`src/rtl/rf_pkg.sv`:
```
// Shared types and helpers for the register-file write-back slice.
package rf_pkg;

  localparam int NUM_REGS   = 4;
  localparam int REG_ADDR_W = 2;
  localparam int DATA_W     = 8;

  // One pending register-file write: destination and payload.
  typedef struct packed {
    logic [REG_ADDR_W-1:0]    wb;
    logic signed [DATA_W-1:0] data;
  } wb_entry_t;

  // Register address to a one-hot register mask.
  function automatic logic [NUM_REGS-1:0] onehot(input logic [REG_ADDR_W-1:0] addr);
    logic [NUM_REGS-1:0] v;
    v       = '0;
    v[addr] = 1'b1;
    return v;
  endfunction

endpackage

```
`src/rtl/rf_writeback_wb_fifo.sv`:
```
// Load buffer kept compacted toward entry 0 (the head).
// Each edge it can pop the head, append a new load, and drop every entry
// (including the one being appended) whose destination matches sq_wb.
module wb_fifo
  import rf_pkg::*;
#(
  parameter int DEPTH = 2,
  parameter int CNT_W = $clog2(DEPTH + 2)
) (
  input  logic                             clk,
  input  logic                             rst,
  input  logic                             push,
  input  wb_entry_t                        push_ent,
  input  logic                             pop,
  input  logic                             sq_en,
  input  logic [REG_ADDR_W-1:0]            sq_wb,
  output wb_entry_t                        head,
  output logic                             full,
  output logic                             empty,
  output logic [DEPTH-1:0]                 vld,
  output logic [DEPTH-1:0][REG_ADDR_W-1:0] ent_wb,
  output logic [CNT_W-1:0]                 removed
);

  wb_entry_t        ent_q [DEPTH];
  logic [DEPTH-1:0] vld_q;
  wb_entry_t        ent_d [DEPTH];
  logic [DEPTH-1:0] vld_d;
  wb_entry_t        cand  [DEPTH+1];
  logic [DEPTH:0]   keep;
  logic             placed;

  // Survivors in age order: remaining entries after the pop, then the new load.
  always_comb begin
    for (int i = 0; i < DEPTH; i++) begin
      cand[i] = ent_q[i];
      keep[i] = vld_q[i] && !(pop && (i == 0));
    end
    cand[DEPTH] = push_ent;
    keep[DEPTH] = push;
  end

  // Filter out squashed survivors and pack the rest toward the head.
  always_comb begin
    vld_d   = '0;
    removed = '0;
    placed  = 1'b0;
    for (int j = 0; j < DEPTH; j++) ent_d[j] = ent_q[j];
    for (int i = 0; i <= DEPTH; i++) begin
      placed = 1'b0;
      if (keep[i]) begin
        if (sq_en && (cand[i].wb == sq_wb)) begin
          removed = removed + CNT_W'(1);
        end else begin
          for (int j = 0; j < DEPTH; j++) begin
            if (!placed && !vld_d[j]) begin
              ent_d[j] = cand[i];
              vld_d[j] = 1'b1;
              placed   = 1'b1;
            end
          end
        end
      end
    end
  end

  // Occupancy is cleared asynchronously; buffered writes are discarded.
  always_ff @(posedge clk or posedge rst) begin
    if (rst) vld_q <= '0;
    else     vld_q <= vld_d;
  end

  // Entry payloads need no reset: they are only observed through vld_q.
  always_ff @(posedge clk) begin
    for (int j = 0; j < DEPTH; j++) ent_q[j] <= ent_d[j];
  end

  // Status and per-entry destinations for the hazard mask.
  always_comb begin
    head  = ent_q[0];
    full  = vld_q[DEPTH-1];
    empty = !vld_q[0];
    vld   = vld_q;
    for (int j = 0; j < DEPTH; j++) ent_wb[j] = ent_q[j].wb;
  end

endmodule

```
`src/rtl/rf_writeback.sv`:
```
// Sole writer of the 4 x 8-bit register file. Merges the single-cycle ALU
// with the buffered load path, keeps write order, squashes stale loads
// overtaken by a younger ALU write, and publishes the pending-write mask.
module rf_writeback
  import rf_pkg::*;
#(
  parameter int DEPTH = 2
) (
  input  logic                     clk,
  input  logic                     rst,
  input  logic                     alu_valid,
  input  logic [REG_ADDR_W-1:0]    alu_wb,
  input  logic signed [DATA_W-1:0] alu_data,
  output logic                     alu_stall,
  input  logic                     ld_valid,
  output logic                     ld_ready,
  input  logic [REG_ADDR_W-1:0]    ld_wb,
  input  logic signed [DATA_W-1:0] ld_data,
  output logic [REG_ADDR_W-1:0]    wb,
  output logic signed [DATA_W-1:0] data,
  output logic                     reg_en,
  output logic [NUM_REGS-1:0]      pending,
  output logic [7:0]               squash_cnt
);

  localparam int CNT_W = $clog2(DEPTH + 2);

  logic                             push;
  logic                             pop;
  logic                             take_alu;
  wb_entry_t                        ld_ent;
  wb_entry_t                        head;
  logic                             fifo_full;
  logic                             fifo_empty;
  logic [DEPTH-1:0]                 fifo_vld;
  logic [DEPTH-1:0][REG_ADDR_W-1:0] fifo_ent_wb;
  logic [CNT_W-1:0]                 removed;

  function automatic logic [7:0] sat_add(input logic [7:0] acc, input logic [CNT_W-1:0] inc);
    logic [8:0] sum;
    sum = {1'b0, acc} + 9'(inc);
    return sum[8] ? 8'hFF : sum[7:0];
  endfunction

  // Selection: a full buffer forces its head out ahead of the ALU, which then
  // stalls; otherwise the ALU wins; otherwise the buffer drains. Readiness and
  // stall look only at registered occupancy, never at ld_valid.
  always_comb begin
    alu_stall   = alu_valid && fifo_full;
    ld_ready    = !fifo_full && !rst;
    push        = ld_valid && ld_ready;
    take_alu    = alu_valid && !fifo_full;
    pop         = !take_alu && !fifo_empty;
    ld_ent.wb   = ld_wb;
    ld_ent.data = ld_data;
  end

  wb_fifo #(
    .DEPTH (DEPTH),
    .CNT_W (CNT_W)
  ) u_fifo (
    .clk      (clk),
    .rst      (rst),
    .push     (push),
    .push_ent (ld_ent),
    .pop      (pop),
    .sq_en    (take_alu),
    .sq_wb    (alu_wb),
    .head     (head),
    .full     (fifo_full),
    .empty    (fifo_empty),
    .vld      (fifo_vld),
    .ent_wb   (fifo_ent_wb),
    .removed  (removed)
  );

  // Registered write port and squash counter; address/data hold when idle.
  always_ff @(posedge clk or posedge rst) begin
    if (rst) begin
      wb         <= '0;
      data       <= '0;
      reg_en     <= 1'b0;
      squash_cnt <= '0;
    end else begin
      reg_en     <= take_alu || pop;
      squash_cnt <= sat_add(squash_cnt, removed);
      if (take_alu) begin
        wb   <= alu_wb;
        data <= alu_data;
      end else if (pop) begin
        wb   <= head.wb;
        data <= head.data;
      end
    end
  end

  // Hazard mask from registered state only: buffered loads plus the write in flight.
  always_comb begin
    pending = reg_en ? onehot(wb) : '0;
    for (int i = 0; i < DEPTH; i++) begin
      if (fifo_vld[i]) pending = pending | onehot(fifo_ent_wb[i]);
    end
  end

endmodule

```
`config.mk`:
```
export PLATFORM = sky130hd
export DESIGN_NAME = rf_writeback
export DESIGN_NICKNAME = d
export VERILOG_FILES = /design/src/rtl/rf_pkg.sv /design/src/rtl/rf_writeback_wb_fifo.sv /design/src/rtl/rf_writeback.sv
export SDC_FILE = /design/constraint.sdc
export NUM_CORES = 1
export LEC_CHECK = 0
export ABC_AREA = 1
export BUFFER_PORTS_ARGS = -buffer_cell sky130_fd_sc_hd__buf_4
export CAP_MARGIN = 40
export CORE_MARGIN = 8
export CORE_UTILIZATION = 57
export DETAILED_ROUTE_END_ITERATION = 8
export MAX_ROUTING_LAYER = met4
export PLACE_DENSITY_LB_ADDON = 0.1
export REMOVE_ABC_BUFFERS = 1
export SKIP_LAST_GASP = 1
export SLEW_MARGIN = 0
export SYNTH_ARGS = -nofsm -noshare
export SYNTH_HDL_FRONTEND = slang
export SYNTH_SLANG_ARGS = --single-unit
```
`constraint.sdc`:
```
create_clock -name clk -period 5.7 [get_ports clk]
set_input_delay 0.855 -clock clk [delete_from_list [all_inputs] [get_ports clk]]
set_output_delay 0.855 -clock clk [all_outputs]
set_load 0.01 [all_outputs]
```
==> results by group, run 1 <==
Status
  – Run status: complete, no violations

STA
  – Final Setup Violations: 0
  – Final Max Tran Viols: 0
  – Layout Skew: 5.89 ps
  – Worst Max-Slew Pin Slew: 532 ps
  – Final Hold Violating Endpoints: 0
  – Final period utilization: 63.0%
  – RSZ-0062 raised after global routing: false
  – Tmin final: 3590 ps
  – Rel. slew slack: 64.5%
  – TNS Setup: 0 ps
  – F_max: 279 MHz
  – Worst Slack Setup Final: 2110 ps

CTS
  – Latest clock arrival within the worst-skew pair: 300 ps
  – CTS tree: done
  – H-tree levels: 2
  – Post-CTS Setup Repair Bufs: 0
  – Clk pin slew, worst setup/hold paths: 80 ps
  – Cts bufs inserted: 5
  – Hold buffer count at cts: 0
  – CTS Root Buffer Type: clkbuf_8
  – Post-cts gate resize count: 0
  – Sinks on Clock Net: 41
  – Clk buf depth: 2

Worst setup path
  – CP Cell Sequence: inv_2 -> nand2_4 -> nor2_2 -> nand3_1 -> inv_1 -> ha_1 -> nand2_1 -> nand2_1 -> nand3_1 -> nand2_1 -> inv_1 -> ha_1 -> fa_1 -> nand2_1 -> nor3_1 -> and2_1 -> nand2_1 -> o21ai_0
  – Critical path type: flop to flop
  – R2r startpoint: u_fifo.vld[1]
  – Slowest stage cell, crit path: dfrtp_1
  – Crit-path max cell delay: 680 ps
  – Worst EP required: 5870 ps
  – CP Data Arrival Time: 3760 ps
  – Critical path origin: u_fifo.vld[1]
  – Crit path capture type: flop
  – Flop-to-flop setup slack: 2110 ps
  – CP dominant cell by count: nand2_1
  – Highest fanout seen on the critical path: 20
  – Setup crit start kind: flop

Place
  – GPL Wtd Cong: 0.846
  – IO buf count: 48
  – Final HPWL from detailed placement: 3540 µm
  – DP Area: 2490 µm²
  – Pre-CTS setup slack: 2020 ps
  – Dpl cells: 335

Worst hold path
  – Worst hold path class: flop to flop
  – Hold Path Origin: u_fifo.ent_q[0][2]

Route
  – Drt first pass iters: 4
  – Vias per cell: 5.10
  – 1st-iter DRT viols: 55
  – Via count: 1,756
  – Post-detailed-route count of antenna-violating nets: 0
  – DRC errors left: 0
  – WL/cell: 14.1 µm
  – Routed wire length: 4840 µm

Floorplanning
  – Cell row count: 22
  – Core Box Area: 3610 µm²
  – Die width: 76.7 µm
  – Initial Util: 58.2%
  – Number of I/O pins: 49
  – Die area: 5880 µm²
  – Die Span Y: 76.7 µm

GRT
  – Antenna violations before repair: 0
  – Grt ovf: 0
  – GR Util All Layers: 17.7%
  – Largest net degree at the start of global routing: 22
  – First-pass GRT wire length: 8360 µm
  – Number of global-route vias before repair: 1,871

Yosys
  – Post-synth EDFFs: 10
  – YS warnings: 0
  – Cells after Synth: 245
  – Post-synth top flop: dfrtp_1
  – Post-synthesis sequential area ratio: 48.9%
  – Flops & latches, synth: 41
  – Library cells used by synthesis: 34
  – Syn avg cell area: 8.56 µm²
  – Synth Cell Area: 2100 µm²
  – Async SR Flop Fraction: 51.2%

Power
  – PwrDens: 318 nW/µm²
  – Pleak: 1.30 nW
  – Maximum VDD drop: 0.179 mV

Layout
  – Share of cells above drive strength 1: 30.1%
  – Fill cell count: 303
  – # diodes: 0
  – Commonest non-fill, non-tap cell in the layout: nand2_1
  – Non-filler cells, final: 344
  – Final nets: 323
  – Layout area overhead: 23.6%
  – Most frequent cells in the layout: nand2_1 (64), buf_4 (49), nand3_1 (41)
  – Fin area: 2590 µm²

Flow run
  – Max-cap violations: 0
sequential cells by signal, summed over array words and instances, names as in the netlist:
register      flops
u_fifo.vld        2
data              8
squash_cnt        8
u_fifo.ent_q     20
wb                2
reg_en            1
critical path: cells and delay by family, from the launching register on:
family | cells | cell delay, ps
buffers and inverters | 3 | 420
AO/OA/AOI/OAI | 1 | 130
adder cells (fa/ha/maj) | 3 | 870
AND/OR/NAND/NOR | 11 | 1350
flip-flops | 1 | 680
path summary, 6_finish.rpt:
| check | endpoint | cells after the start |
|---|---|---|
| worst max-delay path | squash_cnt[6] | 18 |
| worst min-delay path | data[2] | 2 |
| worst max register to register | squash_cnt[6] | 18 |
| worst min register to register | data[2] | 2 |
| max in group asynchronous | wb[1] | 3 |
| min in group asynchronous | data[7] | 2 |
final cells by class:
| type | instances | area [µm²] | share of cell area [%] |
|---|---|---|---|
| Clock inverter | 3 | 17.5 | 0.676 |
| Inverter | 33 | 126 | 4.87 |
| Clock buffer | 5 | 68.8 | 2.65 |
| Timing Repair Buffer | 50 | 383 | 14.8 |
| Tap cell | 48 | 60.1 | 2.32 |
| Sequential cell | 41 | 1030 | 39.6 |
| Multi-Input combinational cell | 164 | 911 | 35.1 |
synthesized netlist by cell type, types with 2 or more instances:
master | n | area [µm²]
nand3_1 | 41 | 205
o211ai_1 | 2 | 15.0
nor2_4 | 2 | 22.5
nor2_2 | 4 | 25.0
buf_2 | 6 | 30.0
a21oi_1 | 2 | 10.0
edfxtp_1 | 10 | 300
inv_1 | 29 | 109
nor2_1 | 4 | 15.0
o21ai_0 | 5 | 25.0
ha_1 | 3 | 37.5
dfrtp_1 | 21 | 526
dfxtp_1 | 10 | 200
inv_2 | 3 | 11.3
nand2_4 | 3 | 33.8
or2_2 | 13 | 81.3
o311ai_0 | 4 | 35.0
nand2_1 | 64 | 240
o221ai_1 | 4 | 35.0
metal layers:
metal	GRT usage, %	part of all wire, %
met2	29.2	48
met4	6.54	1.4
met1	20.1	44
met5	-	0
met3	4.78	6.6
per-stage QoR:
| stage | hold slack [ps] | power, mW | utilization (%) |
|---|---|---|---|
| final | 492 | 0.825 | 71.9 |
| after global routing | 526 | 0.877 | 71.9 |
| after CTS | 496 | 0.830 | 71.5 |
| after detailed placement | 485 | 0.645 | 69.1 |
| after global placement | 476 | 0.639 | 68.9 |
| after floorplan | 464 | 0.536 | - |
kinds of logic after synthesis:
logic type | after synthesis | share of synthesized area (%)
AO/OA/AOI/OAI | 21 | 7.16
flip-flops | 41 | 48.9
adder cells (fa/ha/maj) | 4 | 2.74
XOR/XNOR | 1 | 0.418
buffers and inverters | 40 | 7.64
AND/OR/NAND/NOR | 138 | 33.1
power breakdown:
part	internal (mW)	switching, mW
sequential	0.355	0.0418
clock	0.0845	0.103
combinational	0.115	0.127
No activity file was read; power rests on OpenSTA's default activity.
==> run 2, diff against run 1 <==
--- a/config.mk
+++ b/config.mk
@@ -9,7 +9,7 @@
 export BUFFER_PORTS_ARGS = -buffer_cell sky130_fd_sc_hd__buf_4
 export CAP_MARGIN = 40
 export CORE_MARGIN = 8
-export CORE_UTILIZATION = 57
+export CORE_UTILIZATION = 53
 export DETAILED_ROUTE_END_ITERATION = 8
 export MAX_ROUTING_LAYER = met4
 export PLACE_DENSITY_LB_ADDON = 0.1
==> constraint.sdc (replaced) <==
create_clock -name clk -period 3.61 [get_ports clk]
set_input_delay 0.5415 -clock clk [delete_from_list [all_inputs] [get_ports clk]]
set_output_delay 0.5415 -clock clk [all_outputs]
set_load 0.01 [all_outputs]
==> run 2 against run 1 <==
Compared with the run above: critical path depth decreased by 1; clock skew increased by 5.1 ps; sequential share of layout area decreased by 0.51 points; hold slack got worse by 190 ps; count of clock-buffer cells in the layout increased by 1; first-iteration DRC count increased by 84%; utilization decreased by 4.8 points; non-clock buffer count increased by 3; sequential power increased by 58%; design area increased by 1.3%.
==> results by group, run 2 (synthesized netlist as in run 1, its figures left out) <==
Status
  – Run status: complete, no violations

Worst setup path
  – Reg2Reg Depth: 17
  – Crit path capture type: flop
  – Highest fanout seen on the critical path: 14
  – Worst EP required: 3780 ps
  – CP dominant cell by count: nand2_1
  – Critical path type: flop to flop
  – Slowest stage cell, crit path: dfrtp_1
  – CP Cell Sequence: inv_1 -> nor2_2 -> nand3_1 -> inv_1 -> ha_1 -> nand2_1 -> nand2_1 -> nand3_1 -> nand2_1 -> inv_1 -> ha_1 -> fa_1 -> nand2_1 -> nor3_1 -> and2_1 -> nand2_1 -> o21ai_0
  – Setup crit start kind: flop
  – Crit-path max cell delay: 490 ps
  – CP Data Arrival Time: 3360 ps

CTS
  – Cts bufs inserted: 5
  – Post-cts gate resize count: 0
  – H-tree levels: 2
  – Clk buf depth: 2
  – Hold buffer count at cts: 0
  – CTS tree: done
  – Latest clock arrival within the worst-skew pair: 300 ps
  – Post-CTS Setup Repair Bufs: 0
  – Sinks on Clock Net: 41
  – Clk pin slew, worst setup/hold paths: 80 ps
  – CTS Root Buffer Type: clkbuf_8

Layout
  – Commonest non-fill, non-tap cell in the layout: nand2_1
  – Most flops, register: u_fifo.ent_q
  – Final nets: 326
  – Flip-flop count of the largest register after layout: 20
  – Largest registers: u_fifo.ent_q x20, data x8, squash_cnt x8
  – Area of the multi-input gates: 911 µm²
  – Layout area overhead: 25.2%
  – Fill cell count: 360
  – Register Area: 1030 µm²
  – Fin area: 2630 µm²
  – Most frequent cells in the layout: nand2_1 (64), buf_4 (52), nand3_1 (41)
  – # diodes: 0
  – Share of cells above drive strength 1: 30.4%

GRT
  – GR Util met1: 20.2%
  – Top Usage Layer GRT: met2
  – Number of global-route vias before repair: 1,808
  – Largest net degree at the start of global routing: 22
  – Antenna violations before repair: 0
  – Grt ovf: 0
  – GR Util All Layers: 17.4%
  – First-pass GRT wire length: 8380 µm
  – Global-route met2 utilization: 28.2%
  – Met3 Use GR: 4.63%

Floorplanning
  – Core Box Area: 3910 µm²
  – Die area: 6230 µm²
  – Initial Util: 53.6%
  – Number of I/O pins: 49
  – Die width: 78.9 µm
  – Die Span Y: 78.9 µm
  – Cell row count: 23

Place
  – Final HPWL from detailed placement: 3620 µm
  – Pre-CTS setup slack: 434 ps
  – IO buf count: 48
  – DP Area: 2540 µm²
  – GPL Wtd Cong: 0.859

Power
  – Pleak: 1.33 nW
  – Power after layout: 1.31 mW
  – Maximum VDD drop: 0.243 mV
  – PwrDens: 498 nW/µm²

Flow run
  – Max-cap violations: 0

STA
  – Final period utilization: 88.3%
  – TNS Setup: 0 ps
  – Worst Max-Slew Pin Slew: 627 ps
  – Tmin final: 3190 ps
  – F_max: 314 MHz
  – Worst Slack Setup Final: 421 ps
  – Final Hold Violating Endpoints: 0
  – Hold WS: 298 ps
  – Final Max Tran Viols: 0
  – Layout Skew: 11.0 ps
  – RSZ-0062 raised after global routing: false
  – Final Setup Violations: 0
  – Rel. slew slack: 58.2%

Route
  – Drt first pass iters: 4
  – WL/cell: 14.3 µm
  – Routed wire length: 4970 µm
  – DRC errors left: 0
  – Post-detailed-route count of antenna-violating nets: 0
  – Vias per cell: 5.27
  – 1st-iter DRT viols: 101
  – Via count: 1,840

Worst hold path
  – Worst hold path class: input pin to async pin
==> run 2: cell count changes in the layout (fill, tap and decap cells not counted), sizes merged <==
cell | previous run | this run
buf | 50 | 53
clkbuf | 5 | 6
clkinvlp | 1 | 0
==> run 2: cell type report <==
cell class	count	area share, %
Clock buffer	6	2.76
Clock inverter	2	0.381
Inverter	33	4.81
Multi-Input combinational cell	164	34.7
Sequential cell	41	39.1
Tap cell	50	2.38
Timing Repair Buffer	53	15.9
==> run 2: report_power, final <==
group | internal, mW | switching [mW]
sequential | 0.560 | 0.0654
combinational | 0.185 | 0.201
clock | 0.134 | 0.163
==> run 2: worst paths after layout <==
check / slack (ps) / end / from
max in group asynchronous: 3170 / data[3] / rst
hold reg to reg: 490 / data[2] / u_fifo.ent_q[0][2]
hold / removal: 300 / u_fifo.vld[0] / rst
setup reg to reg: 420 / squash_cnt[6] / u_fifo.vld[0]
min in group clk: 430 / u_fifo.ent_q[0][10] / ld_data[0]
setup / recovery: 420 / squash_cnt[6] / u_fifo.vld[0]
==> run 2: per-stage QoR <==
stage / util, % / instances
2_1_floorplan: - / 238
3_3_place_gp: 64.3 / 340
3_5_place_dp: 65.0 / 341
4_1_cts: 67.1 / 349
5_1_grt: 67.1 / 349
6_report: 67.1 / 349
==> run 2: layer usage <==
metal  share of wire [%]  vias up
met2                  48       62
met1                  44      855
met3                 6.4        9
met5                   0        -
li1                    -      914
met4                 1.5        0
==> run 2: worst max-delay path: cells and delay by family, from the launching register on <==
kind	cells	cell delay, ps
buf+inv	3	500
fa+ha+maj	3	860
flops	1	490
compound gates	1	130
simple gates	10	1070
